### config.mk
export PLATFORM = sky130hd
export DESIGN_NAME = muldiv_issue_flat
export DESIGN_NICKNAME = d
export VERILOG_FILES = /design/src/rtl/muldiv_pkg.sv /design/src/rtl/muldiv_issue_if.sv /design/src/rtl/muldiv_issue.sv /design/src/flat_wrapper.sv
export SDC_FILE = /design/constraint.sdc
export NUM_CORES = 1
export LEC_CHECK = 0
export CAP_MARGIN = 30
export CORE_UTILIZATION = 41
export DETAILED_ROUTE_END_ITERATION = 12
export GPL_TIMING_DRIVEN = 1
export PLACE_DENSITY = 0.8
export SLEW_MARGIN = 5
export SYNTH_ARGS = -nofsm -noshare
export SYNTH_HDL_FRONTEND = slang
export SYNTH_SLANG_ARGS = --single-unit
### constraint.sdc
create_clock -name clk -period 2.45 [get_ports clk]
set_input_delay 0.49 -clock clk [delete_from_list [all_inputs] [get_ports clk]]
set_output_delay 0.49 -clock clk [all_outputs]
set_load 0.05 [all_outputs]
### src/rtl/muldiv_pkg.sv
// -----------------------------------------------------------------------------
// muldiv_pkg
// Shared definitions for the M-extension multiply/divide path: the funct3
// operation encoding, the issue-controller state encoding, the default
// operand width and a small state-classification helper.
// Ports: none (package).
// -----------------------------------------------------------------------------
package muldiv_pkg;

    localparam int DEFAULT_OP_LN   = 32;
    localparam int DEFAULT_TIMEOUT = 64;

    typedef enum logic [2:0] {
        MUL    = 3'b000,
        MULH   = 3'b001,
        MULHSU = 3'b010,
        MULHU  = 3'b011,
        DIV    = 3'b100,
        DIVU   = 3'b101,
        REM    = 3'b110,
        REMU   = 3'b111
    } funct3_e;

    typedef enum logic [2:0] {
        ST_IDLE  = 3'd0,
        ST_START = 3'd1,
        ST_WAIT  = 3'd2,
        ST_RESP  = 3'd3,
        ST_DRAIN = 3'd4
    } issue_state_e;

    // States in which an operation is outstanding inside muldiv and the
    // watchdog is counting.
    function automatic logic is_watched(input issue_state_e s);
        return (s == ST_WAIT) || (s == ST_DRAIN);
    endfunction

endpackage

### src/rtl/muldiv_issue_if.sv
// -----------------------------------------------------------------------------
// muldiv_issue_if
// Bundles the three handshakes around the muldiv issue controller:
//   req_*  : pipeline -> controller request (valid/ready)
//   md_*   : controller <-> muldiv start/done/ack protocol
//   wb_*   : controller -> writeback result (valid/ready)
// Modports:
//   master : the issue controller's view (drives req_ready, md_*, wb_* outputs)
//   slave  : the surrounding pipeline / muldiv / writeback view
// -----------------------------------------------------------------------------
interface muldiv_issue_if
    import muldiv_pkg::*;
#(
    parameter int OP_LN = DEFAULT_OP_LN
) ();

    logic             req_valid;
    logic             req_ready;
    logic [OP_LN-1:0] req_op1;
    logic [OP_LN-1:0] req_op2;
    logic [2:0]       req_funct3;
    logic [4:0]       req_rd;

    logic [OP_LN-1:0] md_op1;
    logic [OP_LN-1:0] md_op2;
    logic [2:0]       md_funct3;
    logic             md_start;
    logic             md_ack;
    logic [OP_LN-1:0] md_result;
    logic             md_done;

    logic             wb_valid;
    logic             wb_ready;
    logic [OP_LN-1:0] wb_data;
    logic [4:0]       wb_rd;

    modport master (
        input  req_valid, req_op1, req_op2, req_funct3, req_rd,
        output req_ready,
        output md_op1, md_op2, md_funct3, md_start, md_ack,
        input  md_result, md_done,
        output wb_valid, wb_data, wb_rd,
        input  wb_ready
    );

    modport slave (
        output req_valid, req_op1, req_op2, req_funct3, req_rd,
        input  req_ready,
        input  md_op1, md_op2, md_funct3, md_start, md_ack,
        output md_result, md_done,
        input  wb_valid, wb_data, wb_rd,
        output wb_ready
    );

endinterface

### src/rtl/muldiv_issue.sv
// -----------------------------------------------------------------------------
// muldiv_issue
// Execute-stage requester for the iterative muldiv unit. Accepts one request
// at a time, issues it to muldiv with a single-cycle start pulse, acks the
// completion, and holds the result for writeback. Flushes drain any operation
// already started in muldiv and discard its result. A saturating watchdog
// raises a sticky flag if muldiv stays silent for TIMEOUT cycles.
// Ports:
//   clk, rst_n    : clock, asynchronous active-low reset
//   flush         : kill any in-flight or buffered request
//   busy          : controller is not idle
//   err_timeout   : sticky watchdog flag, cleared only by reset
//   bus (master)  : req_* / md_* / wb_* handshakes
// -----------------------------------------------------------------------------
module muldiv_issue
    import muldiv_pkg::*;
#(
    parameter int OP_LN   = DEFAULT_OP_LN,
    parameter int TIMEOUT = DEFAULT_TIMEOUT
) (
    input  logic           clk,
    input  logic           rst_n,
    input  logic           flush,
    output logic           busy,
    output logic           err_timeout,
    muldiv_issue_if.master bus
);

    localparam int              WD_W   = $clog2(TIMEOUT + 1);
    localparam logic [WD_W-1:0] WD_MAX = WD_W'(TIMEOUT);

    issue_state_e     state_q, state_d;
    logic [OP_LN-1:0] op1_q, op1_d;
    logic [OP_LN-1:0] op2_q, op2_d;
    funct3_e          funct3_q, funct3_d;
    logic [4:0]       rd_q, rd_d;
    logic [OP_LN-1:0] wbData_q, wbData_d;
    logic [WD_W-1:0]  wdCnt_q, wdCnt_d;
    logic             errTimeout_q, errTimeout_d;

    logic reqReady;
    logic accept;

    always_comb begin
        state_d      = state_q;
        op1_d        = op1_q;
        op2_d        = op2_q;
        funct3_d     = funct3_q;
        rd_d         = rd_q;
        wbData_d     = wbData_q;
        wdCnt_d      = wdCnt_q;
        errTimeout_d = errTimeout_q;

        // A new request may slip in during the cycle the buffered result
        // leaves, which is what makes back-to-back issue possible.
        reqReady = ((state_q == ST_IDLE) || ((state_q == ST_RESP) && bus.wb_ready)) && !flush;
        accept   = bus.req_valid && reqReady;

        case (state_q)
            ST_IDLE: begin
                if (accept) state_d = ST_START;
            end
            ST_START: begin
                // The start pulse goes out regardless, so a flush here must
                // still wait for muldiv to finish.
                state_d = flush ? ST_DRAIN : ST_WAIT;
            end
            ST_WAIT: begin
                if (bus.md_done) state_d = flush ? ST_IDLE : ST_RESP;
                else if (flush)  state_d = ST_DRAIN;
            end
            ST_RESP: begin
                if (flush)            state_d = ST_IDLE;
                else if (bus.wb_ready) state_d = accept ? ST_START : ST_IDLE;
            end
            ST_DRAIN: begin
                if (bus.md_done) state_d = ST_IDLE;
            end
            default: state_d = ST_IDLE;
        endcase

        if (accept) begin
            op1_d    = bus.req_op1;
            op2_d    = bus.req_op2;
            funct3_d = funct3_e'(bus.req_funct3);
            rd_d     = bus.req_rd;
        end

        if ((state_q == ST_WAIT) && bus.md_done && !flush) wbData_d = bus.md_result;

        // Restart on entry to a waiting state; count only while staying put.
        if (is_watched(state_d) && (state_d != state_q)) begin
            wdCnt_d = '0;
        end else if (is_watched(state_q) && (state_d == state_q) && (wdCnt_q != WD_MAX)) begin
            wdCnt_d = wdCnt_q + WD_W'(1);
        end
        errTimeout_d = errTimeout_q || (wdCnt_d == WD_MAX);
    end

    always_ff @(posedge clk or negedge rst_n) begin
        if (!rst_n) begin
            state_q      <= ST_IDLE;
            op1_q        <= '0;
            op2_q        <= '0;
            funct3_q     <= MUL;
            rd_q         <= '0;
            wbData_q     <= '0;
            wdCnt_q      <= '0;
            errTimeout_q <= 1'b0;
        end else begin
            state_q      <= state_d;
            op1_q        <= op1_d;
            op2_q        <= op2_d;
            funct3_q     <= funct3_d;
            rd_q         <= rd_d;
            wbData_q     <= wbData_d;
            wdCnt_q      <= wdCnt_d;
            errTimeout_q <= errTimeout_d;
        end
    end

    assign bus.req_ready = reqReady;
    assign bus.md_op1    = op1_q;
    assign bus.md_op2    = op2_q;
    assign bus.md_funct3 = funct3_q;
    assign bus.md_start  = (state_q == ST_START);
    assign bus.md_ack    = is_watched(state_q) && bus.md_done;
    // A flushed result must not be seen by writeback even in its last cycle.
    assign bus.wb_valid  = (state_q == ST_RESP) && !flush;
    assign bus.wb_data   = wbData_q;
    assign bus.wb_rd     = rd_q;
    assign busy          = (state_q != ST_IDLE);
    assign err_timeout   = errTimeout_q;

endmodule

### src/flat_wrapper.sv
// flat-port wrapper written by rule: the top's interface ports become plain ports
module muldiv_issue_flat import muldiv_pkg::*;
#(
    parameter int OP_LN   = DEFAULT_OP_LN,
    parameter int TIMEOUT = DEFAULT_TIMEOUT
)
  (clk, rst_n, flush, busy, err_timeout, bus_req_valid, bus_req_op1, bus_req_op2, bus_req_funct3, bus_req_rd, bus_req_ready, bus_md_op1, bus_md_op2, bus_md_funct3, bus_md_start, bus_md_ack, bus_md_result, bus_md_done, bus_wb_valid, bus_wb_data, bus_wb_rd, bus_wb_ready);
  muldiv_issue_if #(.OP_LN(OP_LN)) bus_i ();
  input  logic clk;
  input  logic rst_n;
  input  logic flush;
  output logic busy;
  output logic err_timeout;
  input wire logic [$bits(bus_i.req_valid)-1:0] bus_req_valid;
  input wire logic [$bits(bus_i.req_op1)-1:0] bus_req_op1;
  input wire logic [$bits(bus_i.req_op2)-1:0] bus_req_op2;
  input wire logic [$bits(bus_i.req_funct3)-1:0] bus_req_funct3;
  input wire logic [$bits(bus_i.req_rd)-1:0] bus_req_rd;
  output wire logic [$bits(bus_i.req_ready)-1:0] bus_req_ready;
  output wire logic [$bits(bus_i.md_op1)-1:0] bus_md_op1;
  output wire logic [$bits(bus_i.md_op2)-1:0] bus_md_op2;
  output wire logic [$bits(bus_i.md_funct3)-1:0] bus_md_funct3;
  output wire logic [$bits(bus_i.md_start)-1:0] bus_md_start;
  output wire logic [$bits(bus_i.md_ack)-1:0] bus_md_ack;
  input wire logic [$bits(bus_i.md_result)-1:0] bus_md_result;
  input wire logic [$bits(bus_i.md_done)-1:0] bus_md_done;
  output wire logic [$bits(bus_i.wb_valid)-1:0] bus_wb_valid;
  output wire logic [$bits(bus_i.wb_data)-1:0] bus_wb_data;
  output wire logic [$bits(bus_i.wb_rd)-1:0] bus_wb_rd;
  input wire logic [$bits(bus_i.wb_ready)-1:0] bus_wb_ready;
  assign bus_i.req_valid = bus_req_valid;
  assign bus_i.req_op1 = bus_req_op1;
  assign bus_i.req_op2 = bus_req_op2;
  assign bus_i.req_funct3 = bus_req_funct3;
  assign bus_i.req_rd = bus_req_rd;
  assign bus_req_ready = bus_i.req_ready;
  assign bus_md_op1 = bus_i.md_op1;
  assign bus_md_op2 = bus_i.md_op2;
  assign bus_md_funct3 = bus_i.md_funct3;
  assign bus_md_start = bus_i.md_start;
  assign bus_md_ack = bus_i.md_ack;
  assign bus_i.md_result = bus_md_result;
  assign bus_i.md_done = bus_md_done;
  assign bus_wb_valid = bus_i.wb_valid;
  assign bus_wb_data = bus_i.wb_data;
  assign bus_wb_rd = bus_i.wb_rd;
  assign bus_i.wb_ready = bus_wb_ready;
  muldiv_issue #(.OP_LN(OP_LN), .TIMEOUT(TIMEOUT)) u_core (.clk(clk), .rst_n(rst_n), .flush(flush), .busy(busy), .err_timeout(err_timeout), .bus(bus_i));
endmodule
==> results of run 1 <==
registers in the layout, indices dropped and copies added, names as in the netlist:
| register | cells |
|---|---|
| u_core.wdCnt_q | 7 |
| u_core.state_q | 3 |
| u_core.bus.md_funct3 | 3 |
| u_core.bus.wb_rd | 5 |
| u_core.bus.md_op1 | 32 |
| u_core.bus.wb_data | 32 |
| u_core.bus.md_op2 | 32 |
| u_core.err_timeout | 1 |
cell usage after synthesis:
cell / number / share of area [%]
sky130_fd_sc_hd__dfrtp_1: 115 / 61
sky130_fd_sc_hd__mux2_2: 105 / 25
sky130_fd_sc_hd__buf_2: 13 / 1.4
sky130_fd_sc_hd__nor2_1: 9 / 0.72
sky130_fd_sc_hd__xnor2_1: 7 / 1.3
sky130_fd_sc_hd__nand2_1: 6 / 0.48
sky130_fd_sc_hd__nand3_1: 6 / 0.64
sky130_fd_sc_hd__inv_1: 5 / 0.40
sky130_fd_sc_hd__nor3_1: 5 / 0.53
sky130_fd_sc_hd__o21ai_0: 5 / 0.53
sky130_fd_sc_hd__clkbuf_1: 3 / 0.24
sky130_fd_sc_hd__nor2b_1: 3 / 0.40
sky130_fd_sc_hd__or3_1: 3 / 0.40
sky130_fd_sc_hd__a211o_1: 2 / 0.37
sky130_fd_sc_hd__and2_1: 2 / 0.27
sky130_fd_sc_hd__ha_1: 2 / 0.53
sky130_fd_sc_hd__nand2b_1: 2 / 0.27
sky130_fd_sc_hd__nand4_1: 2 / 0.27
sky130_fd_sc_hd__a21oi_1: 1 / 0.11
sky130_fd_sc_hd__a31o_1: 1 / 0.19
sky130_fd_sc_hd__a31oi_1: 1 / 0.13
sky130_fd_sc_hd__and3_1: 1 / 0.13
sky130_fd_sc_hd__buf_4: 1 / 0.16
sky130_fd_sc_hd__mux2i_1: 1 / 0.21
sky130_fd_sc_hd__nand3_4: 1 / 0.37
sky130_fd_sc_hd__nand4bb_1: 1 / 0.24
sky130_fd_sc_hd__nor2_2: 1 / 0.13
sky130_fd_sc_hd__nor4_1: 1 / 0.13
sky130_fd_sc_hd__nor4_4: 1 / 0.45
sky130_fd_sc_hd__nor4b_4: 1 / 0.51
sky130_fd_sc_hd__nor4bb_1: 1 / 0.21
sky130_fd_sc_hd__o211ai_2: 1 / 0.27
sky130_fd_sc_hd__o21a_1: 1 / 0.16
sky130_fd_sc_hd__o21ai_1: 1 / 0.11
sky130_fd_sc_hd__o21ai_2: 1 / 0.19
sky130_fd_sc_hd__o21bai_1: 1 / 0.16
sky130_fd_sc_hd__o22ai_1: 1 / 0.13
sky130_fd_sc_hd__o31ai_1: 1 / 0.16
sky130_fd_sc_hd__o32ai_1: 1 / 0.19
sky130_fd_sc_hd__or2_2: 1 / 0.13
sky130_fd_sc_hd__or3b_1: 1 / 0.19
sky130_fd_sc_hd__or4_1: 1 / 0.16
cells by family (layout without fill, tap and decap cells):
group | Yosys count | in the layout | share of synthesized area, %
muxes | 106 | 106 | 25.4
and+or+nand+nor | 49 | 49 | 6.63
DFF | 115 | 115 | 61.3
buffers and inverters | 22 | 266 | 2.18
AOI/OAI and AO/OA | 18 | 18 | 2.69
xor gates and xnor gates | 7 | 7 | 1.31
adders and majority gates | 2 | 2 | 0.533
power breakdown:
part	switching [mW]	internal [mW]	total, mW
Sequential	0.522	2.78	3.30
Combinational	4.13	2.42	6.55
Clock	0.866	1.44	2.30
Total	5.52	6.64	12.2
metal layers:
metal	track usage, %	wire, um
met5	0	0
met1	23.5	4570
met2	36.6	6160
met4	9.56	286
met3	11.7	1430
layout make-up:
type | count | area (sq um)
Fill cell | 733 | 3260
Sequential cell | 115 | 2880
Timing Repair Buffer | 230 | 2360
Multi-Input combinational cell | 182 | 1720
Clock buffer | 19 | 453
Tap cell | 140 | 175
Clock inverter | 12 | 109
Inverter | 5 | 18.8
worst paths after layout:
check / cells after the start / from / end / slack, ps
setup / recovery: 3 / u_core.state_q[0] / bus_md_start / 200
hold reg to reg: 1 / u_core.bus.md_op2[10] / u_core.bus.md_op2[10] / 500
min in group clk: 1 / u_core.bus.md_op2[10] / u_core.bus.md_op2[10] / 500
setup reg to reg: 6 / u_core.state_q[1] / u_core.err_timeout / 390
hold / removal: 1 / rst_n / u_core.state_q[2] / 70
max in group asynchronous: 2 / rst_n / u_core.bus.md_op2[23] / 1630
repair_timing:
item,CTS,global route
hold buffers,0,0
gates resized for setup,2,0
hold endpoints to repair,0,0
endpoints found under the setup margin,2,0
==> parameters.txt, run 1 <==
Parameter                              Value

Setup path
  Critical path endpoint category    primary output
  Arrival time worst endpoint    ~1800 ps
  CP required    between 1500 and 2000 ps
  Buffer and inverter count on the worst path    1
  Worst-path maximum fanout    14
  Worst-path cell chain    nand2b_1, nor2_1, dlygate4sd2_1
  CP max-delay cell    sky130_fd_sc_hd__dfrtp_1
  Worst Setup Path Type    reg -> out
  Largest stage delay on the critical path    590 ps
  Critical path startpoint category    flip-flop
  Delay-heaviest family, CP    flip-flops

CTS
  Number of levels the H-tree was split into    4
  Clock sink total    115
  Insertion delay of the later-clocked pin in the worst-skew pair    410 ps
  Root Buffer    sky130_fd_sc_hd__clkbuf_16
  Clock transition at the registers of the reported paths    approximately 50 ps
  Number of clock buffers inserted by TritonCTS    17
  CTS tree    built
  Max clock buf depth    2
  Number of setup buffers added after CTS    0

Die
  Core Footprint    0.0110 sq mm
  Die ar.    roughly 0.012 sq mm
  Height of the chip    approximately 110 um
  Number of rows in the core area    38
  Starting density of the core    between 40% and 50%
  Die span in x    109 um
  Number of ports placed on the die boundary    220

Synthesis
  Yosys Warn Count    0
  Count of unique library cells instantiated by Yosys    42
  Flip-flop and latch count after synthesis    ~120
  Synth Area per Inst    ~15 sq um
  Gate count after technology mapping    about 320
  Seq/Total Area, Yosys    about three fifths
  Synthesized cell area    roughly 0.0047 sq mm
  Post-Synthesis Net Count    431

Final layout
  Final standard cell area without fillers    approximately 0.0077 sq mm
  Layout net count    about 660
  Layout cells sized above 1    around 28%
  Commonest non-fill, non-tap cells in the layout    sky130_fd_sc_hd__clkdlybuf4s50_1 (213), sky130_fd_sc_hd__dfrtp_1 (115), sky130_fd_sc_hd__mux2_2 (105)
  Number of cells in the finished layout apart from fillers    703
  Number of antenna cells inserted    0
  Most common cell after layout, fill and taps aside    sky130_fd_sc_hd__clkdlybuf4s50_1
  Core occupancy in the finished layout    between 70% and 80%
  Relative area change from synthesis to final layout    64.4%

Route
  Vias per inst    4.98
  Final wirelength    12500 um
  Via count    ~3500
  Number of DRC violations after detailed-routing iteration 0    roughly 170
  1st-pass router iterations    4
  ANT nets after route    0
  Number of remaining DRC errors    0
  Avg WL per Cell    about 18 um

STA
  Setup repair after global routing missed its margin    no
  Final-report hold violation count    0
  Min Tclk post-route    between 2000 and 2500 ps
  Setup-failing EPs final    0
  Max Clock Freq    444 MHz
  Headroom to the max-slew limit    approximately three fifths
  Final setup slack of the worst path    200 ps
  Worst Max-Slew Pin Slew    576 ps
  Hold Slack    approximately 73 ps
  Clock Skews    6.06 ps
  Final sum of negative setup slack    0 ps
  Share of the clock period used by the worst path after layout    around nine tenths
  Max-slew violation count    0

Global routing
  Number of global-route vias before repair    about 4000
  Number of antenna violations at the first check in global routing    0
  Largest net degree at the start of global routing    51
  Wire length of the first global-routing pass    19500 um
  Overall global routing resource usage    around 22%
  Remaining Overflow, GRT    0

Power and ir drop
  Power per unit of standard cell area    between 1500 and 2000 mW/mm^2
  Overall power    around 12 mW
  Static leakage    between 3 and 4 nW
  IR drop worst, VDD    about 0.0012 V

Placement
  Post-Place Cell Area    approximately 0.007 sq mm
  Port-buffer cells    around 220
  Post-Place Worst Slack    -55.6 ps
  HPWL after detailed placement    roughly 9000 um
  DP Cell Count    672
  GP Congestion    a little under 0.9

Outcome
  Result of the run    finished, final reports clean

Flow run
  Max-capacitance violation count    0

Worst hold path
  Path class of the lowest-slack min-delay path    in -> async
(Power assumes the default switching activity.)
==> run 2: changes to the inputs <==
CELL_PAD_IN_SITES_DETAIL_PLACEMENT = 1   (was not set)
CELL_PAD_IN_SITES_GLOBAL_PLACEMENT = 1   (was not set)
CORE_UTILIZATION = 32   (was 41)
PLACE_DENSITY = not set   (was 0.8)
PLACE_DENSITY_LB_ADDON = 0.1   (was not set)
==> parameters.txt, run 2 (same netlist as run 1, synthesis figures left out) <==
Parameter                              Value

Outcome
  Result of the run    finished, final reports clean

Setup path
  Arrival time worst endpoint    1770 ps (about the same)
  Critical path startpoint category    flip-flop
  Cells on worst reg2reg path    6 (unchanged)
  Worst-path maximum fanout    14 (unchanged)
  Worst R2R Start    u_core.state_q[2]
  Slack of the worst reg-to-reg path    410 ps (+20 ps)
  Critical path startpoint    u_core.state_q[0]
  Worst Setup Path Type    reg -> out
  Critical path capture point    busy
  CP required    1960 ps (about the same)
  Critical path endpoint category    primary output
  Destination of the worst register-to-register timing path    u_core.err_timeout

Power and ir drop
  Overall power    12.3 mW (+1.2%)
  IR drop worst, VDD    0.000817 V (-29%)
  Static leakage    3.22 nW (+0.73%)
  Power per unit of standard cell area    1570 mW/mm^2 (about the same)

STA
  Final-report hold violation count    0 (unchanged)
  Final sum of negative setup slack    0 ps (unchanged)
  Max-slew violation count    0 (unchanged)
  Min Tclk post-route    2260 ps (+6.67 ps)
  Final setup slack of the worst path    193 ps (-6.67 ps)
  Clock Skews    7.44 ps (+1.38 ps)
  Setup repair after global routing missed its margin    no
  Share of the clock period used by the worst path after layout    92.1% (+0.27 points)
  Hold Slack    99.1 ps (+26.0 ps)
  Worst Max-Slew Pin Slew    619 ps (+42.4 ps)
  Max Clock Freq    443 MHz (-0.30%)
  Setup-failing EPs final    0 (unchanged)
  Headroom to the max-slew limit    58.8% (-2.7 points)

CTS
  CTS tree    built
  Number of setup buffers added after CTS    0 (unchanged)
  Clock sink total    115 (unchanged)
  Clock transition at the registers of the reported paths    60 ps (about the same)
  Root Buffer    sky130_fd_sc_hd__clkbuf_16
  Number of clock buffers inserted by TritonCTS    17 (unchanged)
  Number of levels the H-tree was split into    4 (unchanged)
  Hold buffer count at CTS    0 (unchanged)
  Insertion delay of the later-clocked pin in the worst-skew pair    410 ps (about the same)
  Max clock buf depth    2 (unchanged)

Global routing
  Wire length of the first global-routing pass    21000 um (+7.8%)
  Layer carrying the most global-route usage    met2
  Remaining Overflow, GRT    0 (unchanged)
  Fraction of met3 tracks used by global routing    8.81% (-2.8 points)
  Number of global-route vias before repair    3937 (+0.051%)
  Grt met1 use    21.0% (-2.6 points)
  Largest net degree at the start of global routing    44 (-14%)
  Number of antenna violations at the first check in global routing    0 (unchanged)
  Met2 Usage GRT    31.7% (-4.9 points)
  Overall global routing resource usage    18.8% (-3.3 points)

Die
  Starting density of the core    33.3% (-9.4 points)
  Number of ports placed on the die boundary    220 (unchanged)
  Number of rows in the core area    43 (+13%)
  Core Footprint    0.0141 sq mm (+28%)
  Height of the chip    123 um (+13%)
  Die ar.    0.0152 sq mm (+28%)
  Die span in x    123 um (+13%)

Placement
  GP Congestion    0.742 (-14%)
  HPWL after detailed placement    10100 um (+10%)
  Post-Place Worst Slack    -76.0 ps (-20.5 ps)
  Port-buffer cells    219 (unchanged)

Route
  Number of DRC violations after detailed-routing iteration 0    87 (-48%)
  1st-pass router iterations    4 (unchanged)
  Number of remaining DRC errors    0 (unchanged)
  Vias per inst    4.71 (-5.4%)
  ANT nets after route    0 (unchanged)
  Via count    3521 (+0.66%)
  Final wirelength    13700 um (+10%)
  Avg WL per Cell    18.3 um (+3.5%)

Final layout
  Layout cells sized above 1    29.2% (+0.81 points)
  Number of antenna cells inserted    0 (unchanged)
  Commonest non-fill, non-tap cells in the layout    sky130_fd_sc_hd__clkdlybuf4s50_1 (213), sky130_fd_sc_hd__dfrtp_1 (115), sky130_fd_sc_hd__mux2_2 (105)
  Total of fill cells in the finished design    1411 (+92%)
  Relative area change from synthesis to final layout    66.5%
  Most common cell after layout, fill and taps aside    sky130_fd_sc_hd__clkdlybuf4s50_1
  Layout net count    667 (+0.60%)
  Core occupancy in the finished layout    55.5% (-15 points)

Worst hold path
  Path class of the lowest-slack min-delay path    in -> async

Flow run
  Max-capacitance violation count    0 (unchanged)
[run 2: cell types whose count changed in the layout (fill, tap and decap cells not counted), sizes merged]
cell	previous run	this run
inv	6	8
buf	15	20
dlygate4sd2	2	1
bufinv	1	2
clkinvlp	5	6
clkinv	5	4
clkbuf	19	17
[run 2: per-stage QoR]
stage                     std cells  area [sq um]
final                           748          7820
after floorplan                 319          4700
after global routing            748          7820
after global placement          716          7240
after CTS                       748          7820
after detailed placement        716          7240
[run 2: worst min-delay path by stage]
| stage | start | endpoint | slack [ps] | cells past startpoint |
|---|---|---|---|---|
| CTS | rst_n | u_core.err_timeout | 110 | 1 |
| finish | rst_n | u_core.bus.md_op2[25] | 100 | 1 |
| global route | rst_n | u_core.bus.md_op2[25] | 130 | 1 |
| detailed placement | u_core.err_timeout | u_core.err_timeout | 480 | 1 |
| global placement | u_core.err_timeout | u_core.err_timeout | 470 | 1 |
| floorplan | rst_n | u_core.bus.md_funct3[0] | 190 | 0 |
[run 2: metal layers]
layer / share of wire, % / wire length [um]
met1: 39 / 5350
met3: 9.5 / 1310
met5: 0 / 0
met2: 51 / 6960
met4: 0.68 / 93
[run 2: worst max-delay path, cell delays in order (launching register included)]
cell and delay, ps:
sky130_fd_sc_hd__dfrtp_1 600, sky130_fd_sc_hd__nor2_1 130, sky130_fd_sc_hd__nand2_1 100, sky130_fd_sc_hd__dlygate4sd2_1 530
[run 2: cell type report]
| cell class | instances | area, sq um | share of cell area (%) |
|---|---|---|---|
| repair buffers | 234 | 2390 | 30.6 |
| well taps | 180 | 225 | 2.88 |
| inverters | 5 | 18.8 | 0.240 |
| clock inverters | 15 | 159 | 2.03 |
| clock buffers | 17 | 425 | 5.44 |
| multi-input cells | 182 | 1720 | 22.0 |
| flip-flops and latches | 115 | 2880 | 36.8 |
[run 2: power by group]
group | internal, mW | switching (mW)
Sequential | 2.78 | 0.526
Combinational | 2.43 | 4.15
Clock | 1.50 | 0.919
Total | 6.71 | 5.60
[run 2: timing repair]
item / CTS / global route
resized for setup: 1 / 0
setup endpoints to repair: 1 / 0
endpoints found under the hold margin: 0 / 0
